$ cat config.mk
export PLATFORM = sky130hd
export DESIGN_NAME = usbbootrom_reader
export DESIGN_NICKNAME = d
export VERILOG_FILES = /design/src/rtl/usbbootrom_reader.sv
export SDC_FILE = /design/constraint.sdc
export NUM_CORES = 1
export LEC_CHECK = 0
export CORE_ASPECT_RATIO = 0.7
export CORE_MARGIN = 1.5
export CORE_UTILIZATION = 55
export CTS_BUF_LIST = sky130_fd_sc_hd__clkbuf_8
export DETAILED_ROUTE_END_ITERATION = 10
export PLACE_DENSITY = 0.95
export SLEW_MARGIN = 20
export SYNTH_ARGS = -nofsm -noshare
export SYNTH_HDL_FRONTEND = slang
export SYNTH_SLANG_ARGS = --single-unit
$ cat constraint.sdc
create_clock -name clock -period 10.7 [get_ports clock]
set_input_delay 3.21 -clock clock [delete_from_list [all_inputs] [get_ports clock]]
set_output_delay 3.21 -clock clock [all_outputs]
set_load 0.005 [all_outputs]
$ cat src/rtl/usbbootrom_reader.sv
// usbbootrom_reader: bus-side read front end for the USB boot ROM macro.
//
// Takes word-aligned single or burst read requests on a valid/ready channel,
// drives the ROM me/address pins and captures the registered rom_q one cycle
// later. Beats are returned in order through a 2-entry FIFO. Issue is
// credit-gated, so a stalled consumer never causes a ROM read to be lost.
//
// Ports:
//   clock, reset        rising-edge clock, synchronous active-high reset
//   req_valid/req_ready request handshake (ready only while idle)
//   req_addr            byte address of the first beat (AW+2 bits)
//   req_len             beats minus one (0..15)
//   resp_valid/ready    response handshake
//   resp_data           read data, 0 on error beats
//   resp_error          beat misaligned or out of range
//   resp_last           final beat of the burst
//   rom_me, rom_oe      ROM read enable / output enable
//   rom_address         ROM word address
//   rom_q               ROM data, valid the cycle after rom_me

module usbbootrom_reader #(
    parameter int DEPTH = 73728,
    parameter int AW    = 17
) (
    input  logic          clock,
    input  logic          reset,
    input  logic          req_valid,
    output logic          req_ready,
    input  logic [AW+1:0] req_addr,
    input  logic [3:0]    req_len,
    output logic          resp_valid,
    input  logic          resp_ready,
    output logic [31:0]   resp_data,
    output logic          resp_error,
    output logic          resp_last,
    output logic          rom_me,
    output logic          rom_oe,
    output logic [AW-1:0] rom_address,
    input  logic [31:0]   rom_q
);

    // Word index is one bit wider than the ROM address so that a burst
    // running past the end keeps counting upward instead of wrapping.
    localparam logic [AW:0] LIMIT = (AW+1)'(DEPTH);

    typedef enum logic {
        IDLE,
        BURST
    } state_t;

    state_t      state;
    state_t      state_nx;
    logic [AW:0] idx;
    logic [AW:0] idx_nx;
    logic [3:0]  cnt;
    logic [3:0]  cnt_nx;
    logic        mis;
    logic        mis_nx;

    logic        inflight;
    logic        inf_err;
    logic        inf_last;

    logic [31:0] f_data [2];
    logic        f_err  [2];
    logic        f_last [2];
    logic        wptr;
    logic        rptr;
    logic [1:0]  fcount;

    logic        push;
    logic        pop;
    logic [2:0]  occ;
    logic        credit;
    logic        issue;
    logic        bad;

    assign push = inflight;
    assign pop  = resp_valid & resp_ready;

    // Occupancy once this cycle's push/pop settle; a new issue is only
    // allowed if it still leaves room for its beat next cycle.
    assign occ    = 3'(fcount) + 3'(inflight) - 3'(pop);
    assign credit = occ < 3'd2;
    assign issue  = (state == BURST) & credit;
    assign bad    = mis | (idx >= LIMIT);

    assign rom_me      = issue & ~bad;
    assign rom_address = rom_me ? idx[AW-1:0] : '0;
    assign rom_oe      = ~reset;

    always_ff @(posedge clock) begin
        if (reset) begin
            state <= IDLE;
            idx   <= '0;
            cnt   <= '0;
            mis   <= 1'b0;
        end else begin
            state <= state_nx;
            idx   <= idx_nx;
            cnt   <= cnt_nx;
            mis   <= mis_nx;
        end
    end

    always_comb begin
        state_nx  = state;
        idx_nx    = idx;
        cnt_nx    = cnt;
        mis_nx    = mis;
        req_ready = 1'b0;
        unique case (state)
            IDLE: begin
                req_ready = 1'b1;
                if (req_valid) begin
                    idx_nx   = {1'b0, req_addr[AW+1:2]};
                    cnt_nx   = req_len;
                    mis_nx   = |req_addr[1:0];
                    state_nx = BURST;
                end
            end
            BURST: begin
                if (issue) begin
                    idx_nx = idx + 1'b1;
                    cnt_nx = cnt - 4'd1;
                    if (cnt == 4'd0) begin
                        state_nx = IDLE;
                    end
                end
            end
            default: state_nx = IDLE;
        endcase
    end

    // One-deep tag pipeline that lines up with the ROM's registered output.
    always_ff @(posedge clock) begin
        if (reset) begin
            inflight <= 1'b0;
            inf_err  <= 1'b0;
            inf_last <= 1'b0;
        end else begin
            inflight <= issue;
            inf_err  <= bad;
            inf_last <= (cnt == 4'd0);
        end
    end

    always_ff @(posedge clock) begin
        if (reset) begin
            wptr   <= 1'b0;
            rptr   <= 1'b0;
            fcount <= 2'd0;
        end else begin
            if (push) begin
                wptr <= ~wptr;
            end
            if (pop) begin
                rptr <= ~rptr;
            end
            fcount <= fcount + 2'(push) - 2'(pop);
        end
    end

    // Storage needs no reset: outputs are masked while the FIFO is empty.
    always_ff @(posedge clock) begin
        if (push) begin
            f_data[wptr] <= inf_err ? 32'd0 : rom_q;
            f_err[wptr]  <= inf_err;
            f_last[wptr] <= inf_last;
        end
    end

    assign resp_valid = (fcount != 2'd0);
    assign resp_data  = resp_valid ? f_data[rptr] : 32'd0;
    assign resp_error = resp_valid & f_err[rptr];
    assign resp_last  = resp_valid & f_last[rptr];

endmodule

Word level (Yosys, flattened, before mapping) --
Memory sizes are Yosys's and may differ from the RTL's. A register that Yosys moved wholly into a read port is not among the register bits. Cells that the tools add are included.
Word-level totals: flip-flop bits (word level) 31, word-level logic and storage cells 61, memories kept 3, input bits 59, RAM bits 68, output and inout bits 55
Operators by class: equality and inequality tests 2, muxes and demuxes 22, $lt $le $gt $ge 2, bitwise logic cells 11, $add $sub $neg 6, reduce and logical (&&, ||, !) cells 5
Memory list:
- f_data | depth 2, width 32, rd ports 1, clocked after Yosys merged registers in 1, write ports 1, RTL line 64 | logic [31:0] f_data [2];
- f_err | depth 2, width 1, rd ports 1, clocked after Yosys merged registers in 1, write ports 1, RTL line 65 | logic f_err [2];
- f_last | depth 2, width 1, rd ports 1, clocked after Yosys merged registers in 1, write ports 1, RTL line 66 | logic f_last [2];
Operators with widths (count):
- $mux 32 | 2
- $mux 18 | 2
- $pmux 18 s2 | 1
- $add 18x1->18 const B | 1
- $ge 18x17->1 const B | 1
- $mux 17 | 1
- $mux 1 | 12
- $mux 4 | 2
- $pmux 4 s2 | 1
- $and 1x1->1 | 5
- $not 1->1 | 5
- $logic_not 4->1 | 1
- $reduce_and 2->1 | 2
- $sub 4x1->4 const B | 1
- $add 2x1->3 | 1
- $lt 3x2->1 const B | 1
- $sub 3x1->3 | 1
- $add 2x1->2 | 1
- $ne 2x1->1 const B | 1
- $ne 2x2->1 const B | 1
- $pmux 1 s2 | 1
- $reduce_bool 2->1 | 1
- $reduce_or 2->1 | 1
- $sub 2x1->2 | 1
- $or 1x1->1 | 1

Logic depth before layout (Yosys ltp) --
word-level depth 7, depth in mapped cells 13, mapped depth without buffers 12

Worst setup path after synthesis --
OpenSTA, ideal clock, no wires.
path kind input to output, start point input port resp_ready, end point output port rom_address[10], stages on the path 11, required time 7.490 ns, path slack 2.302 ns, data arrival time 5.188 ns, path buffers 1, cells stage by stage and2_1 ha_1 inv_1 ha_1 inv_1 fa_1 xnor2_1 nand3_1 and2b_1 buf_2 and2_1
On the way: cells in the longest elaborated chain, start to end 6
RTL lines:
- start, declared | RTL line 32 | input logic resp_ready,
- $and 1x1->1 | RTL line 79 | assign pop = resp_valid & resp_ready;
- $sub 3x1->3 | RTL line 83 | assign occ = 3'(fcount) + 3'(inflight) - 3'(pop);
- $lt 3x2->1 | RTL line 84 | assign credit = occ < 3'd2;
- $and 1x1->1 | RTL line 85 | assign issue = (state == BURST) & credit;
- $and 1x1->1 | RTL line 88 | assign rom_me = issue & ~bad;
- named net rom_me | RTL line 36 | output logic rom_me,
- $mux 17 | RTL line 89 | assign rom_address = rom_me ? idx[AW-1:0] : '0;
- end, declared | RTL line 38 | output logic [AW-1:0] rom_address,
The timed path passes the listed nets, and every way through them passes these cells.

Worst setup path in the final report --
start point input port resp_ready, end point output port rom_address[4]
On the way: cells in the longest elaborated chain, start to end 6
RTL lines:
- $and 1x1->1 | RTL line 79
- named net pop | RTL line 72 | logic pop;
- $sub 3x1->3 | RTL line 83
- $lt 3x2->1 | RTL line 84
- $and 1x1->1 | RTL line 85
- $and 1x1->1 | RTL line 88
- $mux 17 | RTL line 89
The timed path passes the listed nets, and every way through them passes these cells.

==> flow_summary_export.csv <==
group,metric,value,unit
yosys,ys_seq_elements,100,
yosys,synthCells,428,
run_status,status,"finished, final reports clean",
route,remaining_drc_errors,0,
critical_path,end_kind,"primary output",
critical_path,required,7.49,ns
route,post_drt_wl_per_cell,17.1,um
global_route,grt_pass1_wl,17.2,mm
layout,area_growth,29.3,%
place,placed_area,0.00590,mm^2
critical_path,worstSetupStartpointType,"input pin",
floorplan,num_rows,27,
clocking,tritoncts,"yes",
critical_path,arrival,6.54,ns
yosys,avgSynthCellArea,11.0,um^2
yosys,yosys.area.top_type,"edfxtp_1",
timing,finalClockSkew,0.0113,ns
route,ant_nets,0,
floorplan,coreArea,0.00807,mm^2
yosys,yosysTopAreaCellShare,43.4,%
floorplan,ios,114,
route,dr.pass1.iters,5,
timing,maxSlewHeadroom,30.2,%
timing,rsz0062_at_grt,"false",
layout,final_area,0.00608,mm^2
timing,min_period,9.75,ns
clocking,postCtsHoldBufs,0,
route,drt-initial-drc-count,431,
layout,num-fill-cells,514,
layout,stdcell_count,638,
floorplan,die-area,0.00912,mm^2
global_route,use_met1,30.5,%
yosys,synth_edf_count,68,
floorplan,die_w,114,um
clocking,cts_resized,0,
yosys,ys.flop_type,"edfxtp_1",
power,p_per_area,182,mW/mm^2
floorplan,initial_core_util,58.3,%
timing,period_share,91.1,%
clocking,clkTransAtPathRegs,0.10,ns
yosys,syn_nets,493,
yosys,ys_warn_count,0,
timing,tightest_slew,1.05,ns
route,vias,3771,
yosys,synthArstFlopShare,0,%
min_path,min_path_type,"flip-flop to flip-flop",
clocking,post_cts_buffers,0,
layout,num-nets-final,597,
global_route,grt.met2_usage,41.0,%
yosys,ys_top_cells_by_area,"edfxtp_1 (43%), dfxtp_1 (14%), mux2i_1 (7.4%)",
power,p_leak,2.07,nW
power,power.total,0.00111,W
global_route,grt_max_degree,36,
critical_path,path_class,"input pin to primary output",
place,dp.cells,622,
global_route,gr-total-overflow,0,
timing,fmax,103,MHz
yosys,yosysUniqueCellTypes,53,
global_route,grtUsageTotal,24.6,%
floorplan,die_y,80.4,um
global_route,use_met3,8.08,%
critical_path,worstPathMaxFanout,18,
timing,tns,0,ns
yosys,synth_area,0.00470,mm^2
place,dpl.hpwl,7.43,mm
timing,finalMaxSlewViolations,0,
timing,finalSetupViolations,0,
global_route,top_usage_layer,"met2",
clocking,clk-insertion-delay-late,0.36,ns
clocking,cts_sinks,100,
yosys,synth_commonest_cells,"edfxtp_1 (68), nor2_1 (53), nor2b_1 (41)",
route,vias_per_cell,5.91,
layout,drive_above_1_share,6.33,%
global_route,grt_pass1_vias,3697,
place,gp_congestion,0.905,
global_route,antenna_found_initial,0,
power,ir_drop,95.3,uV
yosys,ys_seq_area_share,57.0,%
clocking,h-tree-depth,3,
route,wl,10.9,mm
clocking,numCtsBuffers,9,
yosys,yosys.cell_count.top_type,"edfxtp_1",
layout,antenna_cells,0,
timing,hold_viol,0,
clocking,clockRootBuffer,"clkbuf_8",
flow_run,drv_cap,0,
clocking,clockBufferDepth,2,
place,numPortBuffers,113,
final timing paths:
kind | slack [ns] | from | cells past startpoint | endpoint
hold reg to reg | 0.44 | inf_last | 0 | f_last[1]
setup / recovery | 0.95 | resp_ready | 12 | rom_address[4]
setup reg to reg | 7.25 | fcount[1] | 13 | idx[9]
hold / removal | 0.44 | inf_last | 0 | f_last[1]
cells in the final DEF (no fill, tap or decap), types with 2 or more instances in the layout:
cell             netlist  routed
clkdlybuf4s50_1        0     112
edfxtp_1              68      68
nor2_1                53      52
nor2b_1               41      40
mux2i_1               35      35
dfxtp_1               32      30
o21ai_0               20      20
and2_1                19      19
nand2_1               16      16
a21oi_1               15      15
inv_1                 13      13
nand3_1               12      12
nor3_1                 9       9
clkbuf_8               0       9
and3_1                 5       5
a211oi_1               5       5
ha_1                   5       5
buf_4                  0       5
nand4_1                4       4
xnor2_1                3       3
o31a_1                 3       3
a31oi_1                4       3
nor4_1                 3       3
o32ai_1                2       2
or4_1                  2       2
o22ai_1                2       2
a221oi_1               2       2
o211ai_1               2       2
a22o_1                 2       2
a32o_1                 2       2
o41ai_1                2       2
mux2_2                 2       2
dfxtp_2                0       2
clkinv_4               0       2
inv_6                  0       2
sequential cells by signal (all words and copies together), names as in the netlist, named ones only:
name	flops
mis	1
wptr	1
state	1
cnt	4
fcount	2
f_last	2
idx	18
f_err	2
inf_last	1
inf_err	1
rptr	1
f_data	64
inflight	1
critical path, cell delays in order:
cell and delay [ns]:
clkdlybuf4s50_1 0.45, and2_1 0.17, ha_1 0.24, inv_1 0.05, ha_1 0.13, inv_1 0.05, fa_1 0.41, xnor2_1 0.28
nand3_1 0.23, and2b_1 0.58, and2_2 0.23, clkdlybuf4s50_1 0.50
through the flow:
step	hold WS (ns)	util (%)	worst slack, ns
4_1_cts	0.440	75.3	1.01
3_3_place_gp	0.406	73.0	1.21
5_1_grt	0.472	75.3	0.798
6_report	0.441	75.3	0.948
3_5_place_dp	0.414	73.0	1.01
2_1_floorplan	0.404	-	2.30
kinds of logic (layout without fill, tap and decap cells):
family                   count (synthesis)  count (layout)  share of synthesized area, %
adder cells (fa/ha/maj)                  6               6                          1.76
AO/OA/AOI/OAI                           68              68                          9.42
multiplexers                            37              37                          7.93
AND/OR/NAND/NOR                        175             175                          19.7
buffers and inverters                   38             147                          3.43
flip-flops                             100             100                          57.0
XOR/XNOR                                 4               4                         0.745
area by class of cell:
| cell class | instances | area [um^2] | share of cell area, % |
|---|---|---|---|
| clock buffers | 9 | 124 | 2.04 |
| well taps | 101 | 126 | 2.08 |
| repair buffers | 118 | 1160 | 19.1 |
| flip-flops and latches | 100 | 2690 | 44.2 |
| inverters | 13 | 48.8 | 0.802 |
| multi-input cells | 290 | 1880 | 30.8 |
| clock inverters | 7 | 57.6 | 0.947 |
layer usage:
| metal | wire [um] | part of all wire [%] | up-vias |
|---|---|---|---|
| met4 | 275 | 2.5 | 0 |
| met2 | 5250 | 48 | 214 |
| met3 | 996 | 9.1 | 37 |
| met5 | 0 | 0 | - |
| met1 | 4370 | 40 | 1775 |
| li1 | - | - | 1745 |
power by group:
part           total, W  internal (W)  switching (W)
registers      0.000525      0.000470      0.0000548
clock network  0.000227     0.0000880       0.000139
logic          0.000357      0.000191       0.000166
Power figures use the tool's default switching activity.
